**src/rtl/bones_mem_pkg.sv**
```systemverilog
// Shared types and constants for the AtomBones imem/dmem-to-single-port memory arbiter.
package bones_mem_pkg;

   localparam int unsigned DATA_W = 32;
   localparam int unsigned SEL_W  = 4;
   localparam int unsigned CNT_W  = 3;

   localparam logic [SEL_W-1:0] SEL_WORD = 4'hF;

   typedef enum logic [1:0] {
      IDLE  = 2'd0,
      ISSUE = 2'd1,
      WAIT  = 2'd2,
      ACK   = 2'd3
   } state_e;

   typedef enum logic {
      GNT_IMEM = 1'b0,
      GNT_DMEM = 1'b1
   } gnt_e;

   // Registered memory request payload (address kept separate: its width is a parameter).
   typedef struct packed {
      logic [DATA_W-1:0] data;
      logic [SEL_W-1:0]  sel;
      logic              we;
   } mem_req_t;

endpackage

```
**src/rtl/bones_rr_arb2.sv**
```systemverilog
// Combinational 2-way round-robin grant between imem and dmem requests.
module bones_rr_arb2
   import bones_mem_pkg::*;
(
   input  logic imem_req_i,
   input  logic dmem_req_i,
   input  gnt_e last_grant_i,
   output logic gnt_any_c_o,
   output gnt_e gnt_port_c_o,
   output logic upd_last_c_o
);

   // Only a contended grant rotates the priority pointer.
   always_comb begin
      gnt_any_c_o   = imem_req_i | dmem_req_i;
      upd_last_c_o  = imem_req_i & dmem_req_i;
      gnt_port_c_o  = GNT_IMEM;
      if (imem_req_i && dmem_req_i) begin
         gnt_port_c_o = (last_grant_i == GNT_IMEM) ? GNT_DMEM : GNT_IMEM;
      end else if (dmem_req_i) begin
         gnt_port_c_o = GNT_DMEM;
      end
   end

endmodule

```
**src/rtl/bones_mem_arbiter.sv**
```systemverilog
// Merges AtomBones imem/dmem valid/ack ports onto one single-port fixed-latency memory,
// one transaction at a time with round-robin arbitration.
module bones_mem_arbiter
   import bones_mem_pkg::*;
#(
   parameter int unsigned MEM_LATENCY = 1,
   parameter int unsigned ADDR_W      = 32
) (
   input  logic                clk_i,
   input  logic                rst_i,
   input  logic [31:0]         imem_addr_i,
   input  logic                imem_valid_i,
   output logic [DATA_W-1:0]   imem_data_o,
   output logic                imem_ack_o,
   input  logic [31:0]         dmem_addr_i,
   input  logic [DATA_W-1:0]   dmem_data_i,
   input  logic [SEL_W-1:0]    dmem_sel_i,
   input  logic                dmem_we_i,
   input  logic                dmem_valid_i,
   output logic [DATA_W-1:0]   dmem_data_o,
   output logic                dmem_ack_o,
   output logic [ADDR_W-1:0]   mem_addr_o,
   output logic [DATA_W-1:0]   mem_data_o,
   output logic [SEL_W-1:0]    mem_sel_o,
   output logic                mem_we_o,
   output logic                mem_en_o,
   input  logic [DATA_W-1:0]   mem_data_i
);

   state_e            state_q, state_d;
   gnt_e              gnt_q, gnt_d;
   gnt_e              last_q, last_d;
   logic [CNT_W-1:0]  cnt_q, cnt_d;
   logic [ADDR_W-1:0] addr_q, addr_d;
   mem_req_t          req_q, req_d;
   logic              en_q, en_d;
   logic [DATA_W-1:0] irdata_q, irdata_d;
   logic [DATA_W-1:0] drdata_q, drdata_d;
   logic              iack_q, iack_d;
   logic              dack_q, dack_d;

   logic              gnt_any_c;
   gnt_e              gnt_port_c;
   logic              upd_last_c;

   bones_rr_arb2 u_arb (
      .imem_req_i    (imem_valid_i),
      .dmem_req_i    (dmem_valid_i),
      .last_grant_i  (last_q),
      .gnt_any_c_o   (gnt_any_c),
      .gnt_port_c_o  (gnt_port_c),
      .upd_last_c_o  (upd_last_c)
   );

   // Next-state and registered-output logic; strobes and acks default low.
   always_comb begin
      state_d  = state_q;
      gnt_d    = gnt_q;
      last_d   = last_q;
      cnt_d    = cnt_q;
      addr_d   = addr_q;
      req_d    = req_q;
      en_d     = 1'b0;
      irdata_d = irdata_q;
      drdata_d = drdata_q;
      iack_d   = 1'b0;
      dack_d   = 1'b0;

      unique case (state_q)
         IDLE: begin
            if (gnt_any_c) begin
               gnt_d   = gnt_port_c;
               en_d    = 1'b1;
               state_d = ISSUE;
               if (upd_last_c) begin
                  last_d = gnt_port_c;
               end
               if (gnt_port_c == GNT_DMEM) begin
                  addr_d = ADDR_W'(dmem_addr_i);
                  req_d  = '{data: dmem_data_i, sel: dmem_sel_i, we: dmem_we_i};
               end else begin
                  addr_d = ADDR_W'(imem_addr_i);
                  req_d  = '{data: '0, sel: SEL_WORD, we: 1'b0};
               end
            end
         end
         ISSUE: begin
            cnt_d   = CNT_W'(MEM_LATENCY);
            state_d = WAIT;
         end
         WAIT: begin
            cnt_d = cnt_q - CNT_W'(1);
            // Read data is valid in the cycle the counter shows 1.
            if (cnt_q == CNT_W'(1)) begin
               state_d = ACK;
               if (gnt_q == GNT_DMEM) begin
                  drdata_d = mem_data_i;
                  dack_d   = 1'b1;
               end else begin
                  irdata_d = mem_data_i;
                  iack_d   = 1'b1;
               end
            end
         end
         ACK: begin
            state_d = IDLE;
         end
      endcase
   end

   always_ff @(posedge clk_i) begin
      if (rst_i) begin
         state_q  <= IDLE;
         gnt_q    <= GNT_IMEM;
         last_q   <= GNT_IMEM;
         cnt_q    <= '0;
         addr_q   <= '0;
         req_q    <= '0;
         en_q     <= 1'b0;
         irdata_q <= '0;
         drdata_q <= '0;
         iack_q   <= 1'b0;
         dack_q   <= 1'b0;
      end else begin
         state_q  <= state_d;
         gnt_q    <= gnt_d;
         last_q   <= last_d;
         cnt_q    <= cnt_d;
         addr_q   <= addr_d;
         req_q    <= req_d;
         en_q     <= en_d;
         irdata_q <= irdata_d;
         drdata_q <= drdata_d;
         iack_q   <= iack_d;
         dack_q   <= dack_d;
      end
   end

   assign imem_data_o = irdata_q;
   assign imem_ack_o  = iack_q;
   assign dmem_data_o = drdata_q;
   assign dmem_ack_o  = dack_q;
   assign mem_addr_o  = addr_q;
   assign mem_data_o  = req_q.data;
   assign mem_sel_o   = req_q.sel;
   assign mem_we_o    = req_q.we;
   assign mem_en_o    = en_q;

endmodule

```
**config.mk**
```make
export PLATFORM = sky130hd
export DESIGN_NAME = bones_mem_arbiter
export DESIGN_NICKNAME = d
export VERILOG_FILES = /design/src/rtl/bones_mem_pkg.sv /design/src/rtl/bones_rr_arb2.sv /design/src/rtl/bones_mem_arbiter.sv
export SDC_FILE = /design/constraint.sdc
export NUM_CORES = 1
export LEC_CHECK = 0
export CAP_MARGIN = 0
export CORE_MARGIN = 3
export CORE_UTILIZATION = 45
export CTS_BUF_LIST = sky130_fd_sc_hd__clkbuf_4
export CTS_CLUSTER_DIAMETER = 80
export DETAILED_ROUTE_END_ITERATION = 16
export DONT_BUFFER_PORTS = 1
export SYNTH_ARGS = -nofsm -noshare
export SYNTH_HDL_FRONTEND = slang
export SYNTH_SLANG_ARGS = --single-unit
```
**constraint.sdc**
```tcl
create_clock -name clk_i -period 2.05 [get_ports clk_i]
set_clock_uncertainty 0.2 [all_clocks]
set_input_delay 0.41 -clock clk_i [delete_from_list [all_inputs] [get_ports clk_i]]
set_output_delay 0.41 -clock clk_i [all_outputs]
set_load 0.1 [all_outputs]
```
==> results.yml, run 1 <==
setup_path:
  reg2reg_depth: 6
  critPathRequiredTime_ps: 2270
  rr_endpoint: "cnt_q[2]$_SDFFE_PP0P_"
  r2r_setup_slack_ps: 140
  r2r-start: "state_q[1]$_SDFFE_PP0P_"
  endpoint_kind: "flip-flop"
  arrival_ps: 2130
  cp_max_fo: 5
  crit_type: "reg2reg"
  crit_path_start_kind: "flip-flop"
power_and_ir_drop:
  vdd_drop_max_uv: 913
  swShare_pct: 51.2
  total_leakage_power_nw: 2.76
  clockPowerShare_pct: 14.1
  internal_power_mw: 5.20
  powerDensity_nw_per_um2: 1540
  p_sw_mw: 5.46
  p_seq_share_pct: 31.6
  combPwrFrac_pct: 54.3
clock_tree:
  cts_root_buf: "clkbuf_4"
  clockBufferDepth: 2
  cts_setup_buffers: 0
  cts_made_buffers: 17
  cts_tree: "done"
  cts-htree-levels: 4
  worstSkewPairLatency_ps: 520
  cts_sinks: 143
  cts_hold_buf: 6
  clk_pin_slew_ps: 100
cells_and_area:
  fillers: 1054
  layout_common_cells: "163 x nand2_1, 144 x buf_4, 143 x dfxtp_1"
  post-route-util_pct: 59.2
  final_nets: 901
  stdcell_count: 912
  num_antenna_cells: 0
  layout_commonest_cell: "nand2_1"
  drive_above_1_share_pct: 27.7
  areaGrowthSynthToFinish_pct: 25.5
grt:
  grt_overflow_total: 0
  gr-usage-all-layers_pct: 21.8
  busiest_layer: "met2"
  grt_pass1_wl_um: 23400
  use_met3_pct: 8.96
  grt_pass1_vias: 4993
  use_met2_pct: 36.5
  grt_antenna_before_repair: 0
  grt_max_degree: 145
  grtUsageMet1_pct: 23.9
sta:
  maxSlewViolCount: 0
  grt_setup_unrepaired: "no"
  setup-violations-final: 0
  min_period_over_period_pct: 93.2
  fin_ws_ps: 139
  max_slew_margin_pct: 60.1
  holdWs_ps: -249
  fmax_ghz: 0.523
  finalHoldViolations: 137
  fin_setup_tns_ps: 0
  tightest_slew_ps: 598
  fin_crit_ps: 1910
yosys:
  synthDistinctLibCells: 34
  synth_nets: 784
  syn_inst: 642
  syn_area_per_cell_um2: 8.57
  syn-cell-area_um2: 5500
  synth_seq_cells: 143
  synth_warnings: 0
  seq_area_frac_synth_pct: 52.0
floorplanning:
  top_level_ports: 273
  die_h_um: 117
  core-area_um2: 11700
  fp-row-count: 39
  die_w_um: 117
  die_area_um2: 13600
  start_util_pct: 47.2
placement:
  portBuffers: 0
  gp_congestion: 0.800
  placedCellCount: 877
  pre_cts_slack_ps: 189
  place_hpwl_um: 10600
route:
  vias_per_cell: 5.43
  drt_iter0_drc: 366
  wl_per_cell_um: 16.7
  num_vias: 4951
  first_pass_iters: 7
  ant_nets: 0
  totalWireLength_um: 15300
  route.detailed.drc: 0
hold_path:
  worstHoldEndpoint: "mem_addr_o[28]$_SDFFE_PP0P_"
  hold_class: "in2reg"
  whs_path_depth: 1
  hold_start: "rst_i"
flow_run:
  drv_cap: 0
run_status:
  violations: "negative hold slack"
  outcome: "finished with violations"
power by group through the flow:
stage,Sequential (mW),Clock (mW),Combinational [mW]
floorplan,6.37,0,1.70
global placement,3.42,0,5.59
detailed placement,3.43,0,5.69
CTS,3.37,1.57,5.74
global route,3.41,1.70,6.09
finish,3.37,1.50,5.78
synthesized netlist by cell type:
cell,count,share of area [%]
dfxtp_1,143,52
a31o_2,1,0.16
a32oi_1,33,5.3
o21ai_0,2,0.18
and2_1,2,0.23
nand4b_1,2,0.32
nor2b_1,1,0.11
and4b_1,1,0.18
a211oi_2,30,6.8
a21bo_2,1,0.18
nand3_1,2,0.18
and4bb_2,1,0.23
buf_2,24,2.2
xor2_1,1,0.16
a211oi_1,3,0.41
o21ai_2,1,0.16
nand2b_1,1,0.11
nor3b_1,1,0.14
o21a_1,1,0.14
ha_1,5,1.1
buf_4,3,0.41
clkbuf_1,30,2.0
nand4bb_1,1,0.20
inv_1,6,0.41
a21boi_2,1,0.20
nor2_1,75,5.1
a21oi_1,98,8.9
a22oi_1,1,0.14
o32ai_1,4,0.64
a2111oi_0,1,0.16
a21o_1,1,0.14
nand2_1,163,11
nor3_1,1,0.091
nand3b_1,1,0.14
worst max-delay path, cell delays in order (launching register included):
cell and delay [ps]:
dfxtp_1 380, inv_1 100, ha_4 290, inv_1 60, o21ai_0 170, a21oi_1 80, dlygate4sd3_1 550
routing by layer:
layer	vias to the layer above	wire, um
met4	0	434
met1	2267	5760
li1	2419	-
met5	-	0
met3	40	1500
met2	225	7580
kinds of logic (layout without fill, tap and decap cells):
kind of cell	after synthesis	count (layout)	synth area share [%]
compound gates	178	178	23.5
xor+xnor	1	1	0.159
fa+ha+maj	5	5	1.14
buf+inv	63	190	5.05
flops	143	143	52.0
simple gates	252	252	18.2
per-stage QoR:
stage               total power, mW  area [um2]
detailed placement             9.12        6600
global placement               9.00        6600
global route                   11.2        6910
CTS                            10.7        6890
floorplan                      8.06        5500
finish                         10.7        6910
registers in the layout, summed over array words and instances (netlist names):
signal       flops
cnt_q            3
dmem_ack_o       1
dmem_data_o     32
gnt_q            1
imem_ack_o       1
imem_data_o     32
last_q           1
mem_addr_o      32
mem_data_o      32
mem_en_o         1
mem_sel_o        4
mem_we_o         1
state_q          2
worst max-delay path by stage:
stage / from / endpoint / slack (ps) / cells past startpoint
2_1_floorplan: state_q[0]$_SDFFE_PP0P_ / dmem_data_o[22]$_SDFFE_PP0P_ / 380 / 7
3_3_place_gp: state_q[1]$_SDFFE_PP0P_ / mem_data_o[9]$_SDFFE_PP0P_ / 300 / 7
3_5_place_dp: state_q[1]$_SDFFE_PP0P_ / mem_data_o[22]$_SDFFE_PP0P_ / 190 / 7
4_1_cts: state_q[1]$_SDFFE_PP0P_ / mem_en_o$_SDFF_PP0_ / 20 / 6
5_1_grt: state_q[0]$_SDFFE_PP0P_ / cnt_q[2]$_SDFFE_PP0P_ / 40 / 6
6_report: state_q[1]$_SDFFE_PP0P_ / cnt_q[2]$_SDFFE_PP0P_ / 140 / 6
timing repair:
| item | 4_1_cts | 5_1_grt |
|---|---|---|
| hold endpoints to repair | 143 | 138 |
| setup endpoints to repair | 0 | 2 |
| resized for setup | 0 | 3 |
area by class of cell:
type	count	area [um2]	area share, %
clock inverter	9	72.6	1.05
timing repair buffer	155	1230	17.8
inverter	6	22.5	0.326
tap	143	179	2.59
clock buffer	20	150	2.17
multi-input combinational	436	2390	34.6
sequential	143	2860	41.5
No activity file was read; power rests on OpenSTA's default activity.
==> run 2, diff against run 1 <==
--- a/config.mk
+++ b/config.mk
@@ -12,6 +12,7 @@
 export CTS_CLUSTER_DIAMETER = 80
 export DETAILED_ROUTE_END_ITERATION = 16
 export DONT_BUFFER_PORTS = 1
+export RECOVER_POWER = 50
 export SYNTH_ARGS = -nofsm -noshare
 export SYNTH_HDL_FRONTEND = slang
 export SYNTH_SLANG_ARGS = --single-unit
==> results.yml, run 2 (same netlist as run 1, synthesis figures left out) <==
route:
  first_pass_iters: 4
  drt_iter0_drc: 324
  num_vias: 4993
  totalWireLength_um: 15300
  wl_per_cell_um: 16.8
  vias_per_cell: 5.47
  route.detailed.drc: 0
  ant_nets: 0
setup_path:
  critPathRequiredTime_ps: 2260
  crit_path_start_kind: "flip-flop"
  arrival_ps: 2120
  endpoint_kind: "flip-flop"
  crit_type: "reg2reg"
  cp_max_fo: 5
floorplanning:
  start_util_pct: 47.2
  fp-row-count: 39
  top_level_ports: 273
  die_w_um: 117
  core-area_um2: 11700
  die_h_um: 117
  die_area_um2: 13600
sta:
  holdWs_ps: -239
  setup-violations-final: 0
  tightest_slew_ps: 613
  min_period_over_period_pct: 93.5
  fmax_ghz: 0.522
  fin_setup_tns_ps: 0
  max_slew_margin_pct: 59.2
  maxSlewViolCount: 0
  grt_setup_unrepaired: "no"
  fin_crit_ps: 1920
  finalHoldViolations: 137
placement:
  place_hpwl_um: 10600
  place_area_um2: 6600
  gp_congestion: 0.800
  portBuffers: 0
cells_and_area:
  layout_common_cells: "163 x nand2_1, 143 x dfxtp_1, 126 x buf_4"
  final_nets: 901
  layout_commonest_cell: "nand2_1"
  areaGrowthSynthToFinish_pct: 21.2
  fin_area_um2: 6670
  drive_above_1_share_pct: 23.9
  num_antenna_cells: 0
  fillers: 1088
run_status:
  violations: "negative hold slack"
  outcome: "finished with violations"
clock_tree:
  worstSkewPairLatency_ps: 520
  cts_made_buffers: 17
  cts-htree-levels: 4
  clk_pin_slew_ps: 100
  cts_sinks: 143
  cts_tree: "done"
  clockBufferDepth: 2
  cts_hold_buf: 6
  cts_root_buf: "clkbuf_4"
  cts_setup_buffers: 0
grt:
  grt_pass1_wl_um: 23400
  grt_antenna_before_repair: 0
  gr-usage-all-layers_pct: 21.8
  grt_pass1_vias: 4993
  grt_overflow_total: 0
  grt_max_degree: 145
power_and_ir_drop:
  vdd_drop_max_uv: 897
  total_leakage_power_nw: 2.72
  powerDensity_nw_per_um2: 1560
flow_run:
  drv_cap: 0
hold_path:
  hold_class: "in2reg"
## run 2: cell types whose count changed in the layout (fill, tap and decap cells not counted)
cell and change:
buf_12 -3, a211oi_2 -29, buf_4 -18, buf_2 +20
a211oi_1 +29, clkbuf_4 +1
## run 2: worst max-delay path, stage by stage, from the launching register on
cell and delay [ps]:
dfxtp_1 380, inv_1 100, ha_4 290, inv_1 60, o21ai_0 170, a21oi_1 80, dlygate4sd3_1 550
## run 2: worst paths after layout
kind                                             startpoint                           to  slack [ps]  cells after the start
worst max-delay path                state_q[1]$_SDFFE_PP0P_        cnt_q[2]$_SDFFE_PP0P_         130                      6
worst min-delay path                                  rst_i  imem_data_o[4]$_SDFFE_PP0P_        -240                      1
worst max register to register      state_q[1]$_SDFFE_PP0P_        cnt_q[2]$_SDFFE_PP0P_         130                      6
worst min register to register  imem_data_o[9]$_SDFFE_PP0P_  imem_data_o[9]$_SDFFE_PP0P_         260                      2
## run 2: repair_timing
action                     in CTS  in global routing
hold endpoints to repair      143                138
setup endpoints to repair       0                  2
gates resized for setup         0                  3
## run 2: cell type report
cell class                 count  area, um2  share of cell area [%]
timing repair buffer         155       1140                    17.2
inverter                       6       22.5                   0.338
clock buffer                  20        150                    2.25
clock inverter                 9       72.6                    1.09
sequential                   143       2860                    42.9
tap                          143        179                    2.68
multi-input combinational    436       2240                    33.6
## run 2: where the power goes
| part | switching (mW) | internal [mW] | leakage, nW |
|---|---|---|---|
| clock | 0.900 | 0.605 | 0.125 |
| combinational | 4.31 | 1.22 | 1.43 |
| sequential | 0.144 | 3.22 | 1.17 |
| total | 5.35 | 5.05 | 2.72 |
## run 2: metrics by stage
step / setup WS (ps) / hold WS (ps) / std cells / util (%) / power (mW)
after floorplan: 383 / 239 / 642 / - / 8.06
after global placement: 300 / 236 / 877 / 56.6 / 9.00
after detailed placement: 189 / 241 / 877 / 56.6 / 9.12
after CTS: 18.8 / -308 / 912 / 59.0 / 10.7
after global routing: 19.8 / -330 / 912 / 57.2 / 10.9
final: 134 / -239 / 912 / 57.2 / 10.4
## run 2: per-layer routing
| layer | vias up | part of all wire (%) | global-route usage (%) |
|---|---|---|---|
| met5 | - | 0 | 0 |
| met2 | 231 | 49 | 36.5 |
| met3 | 44 | 10 | 8.96 |
| met1 | 2296 | 38 | 23.9 |
| met4 | 0 | 3.5 | 10.9 |
| li1 | 2422 | - | - |
==> run 3, diff against run 2 <==
--- a/config.mk
+++ b/config.mk
@@ -5,7 +5,7 @@
 export SDC_FILE = /design/constraint.sdc
 export NUM_CORES = 1
 export LEC_CHECK = 0
-export CAP_MARGIN = 0
+export CAP_MARGIN = 20
 export CORE_MARGIN = 3
 export CORE_UTILIZATION = 45
 export CTS_BUF_LIST = sky130_fd_sc_hd__clkbuf_4
==> results of run 3 <==
No change in the layout: final DEF, timing and power equal those of run 2.
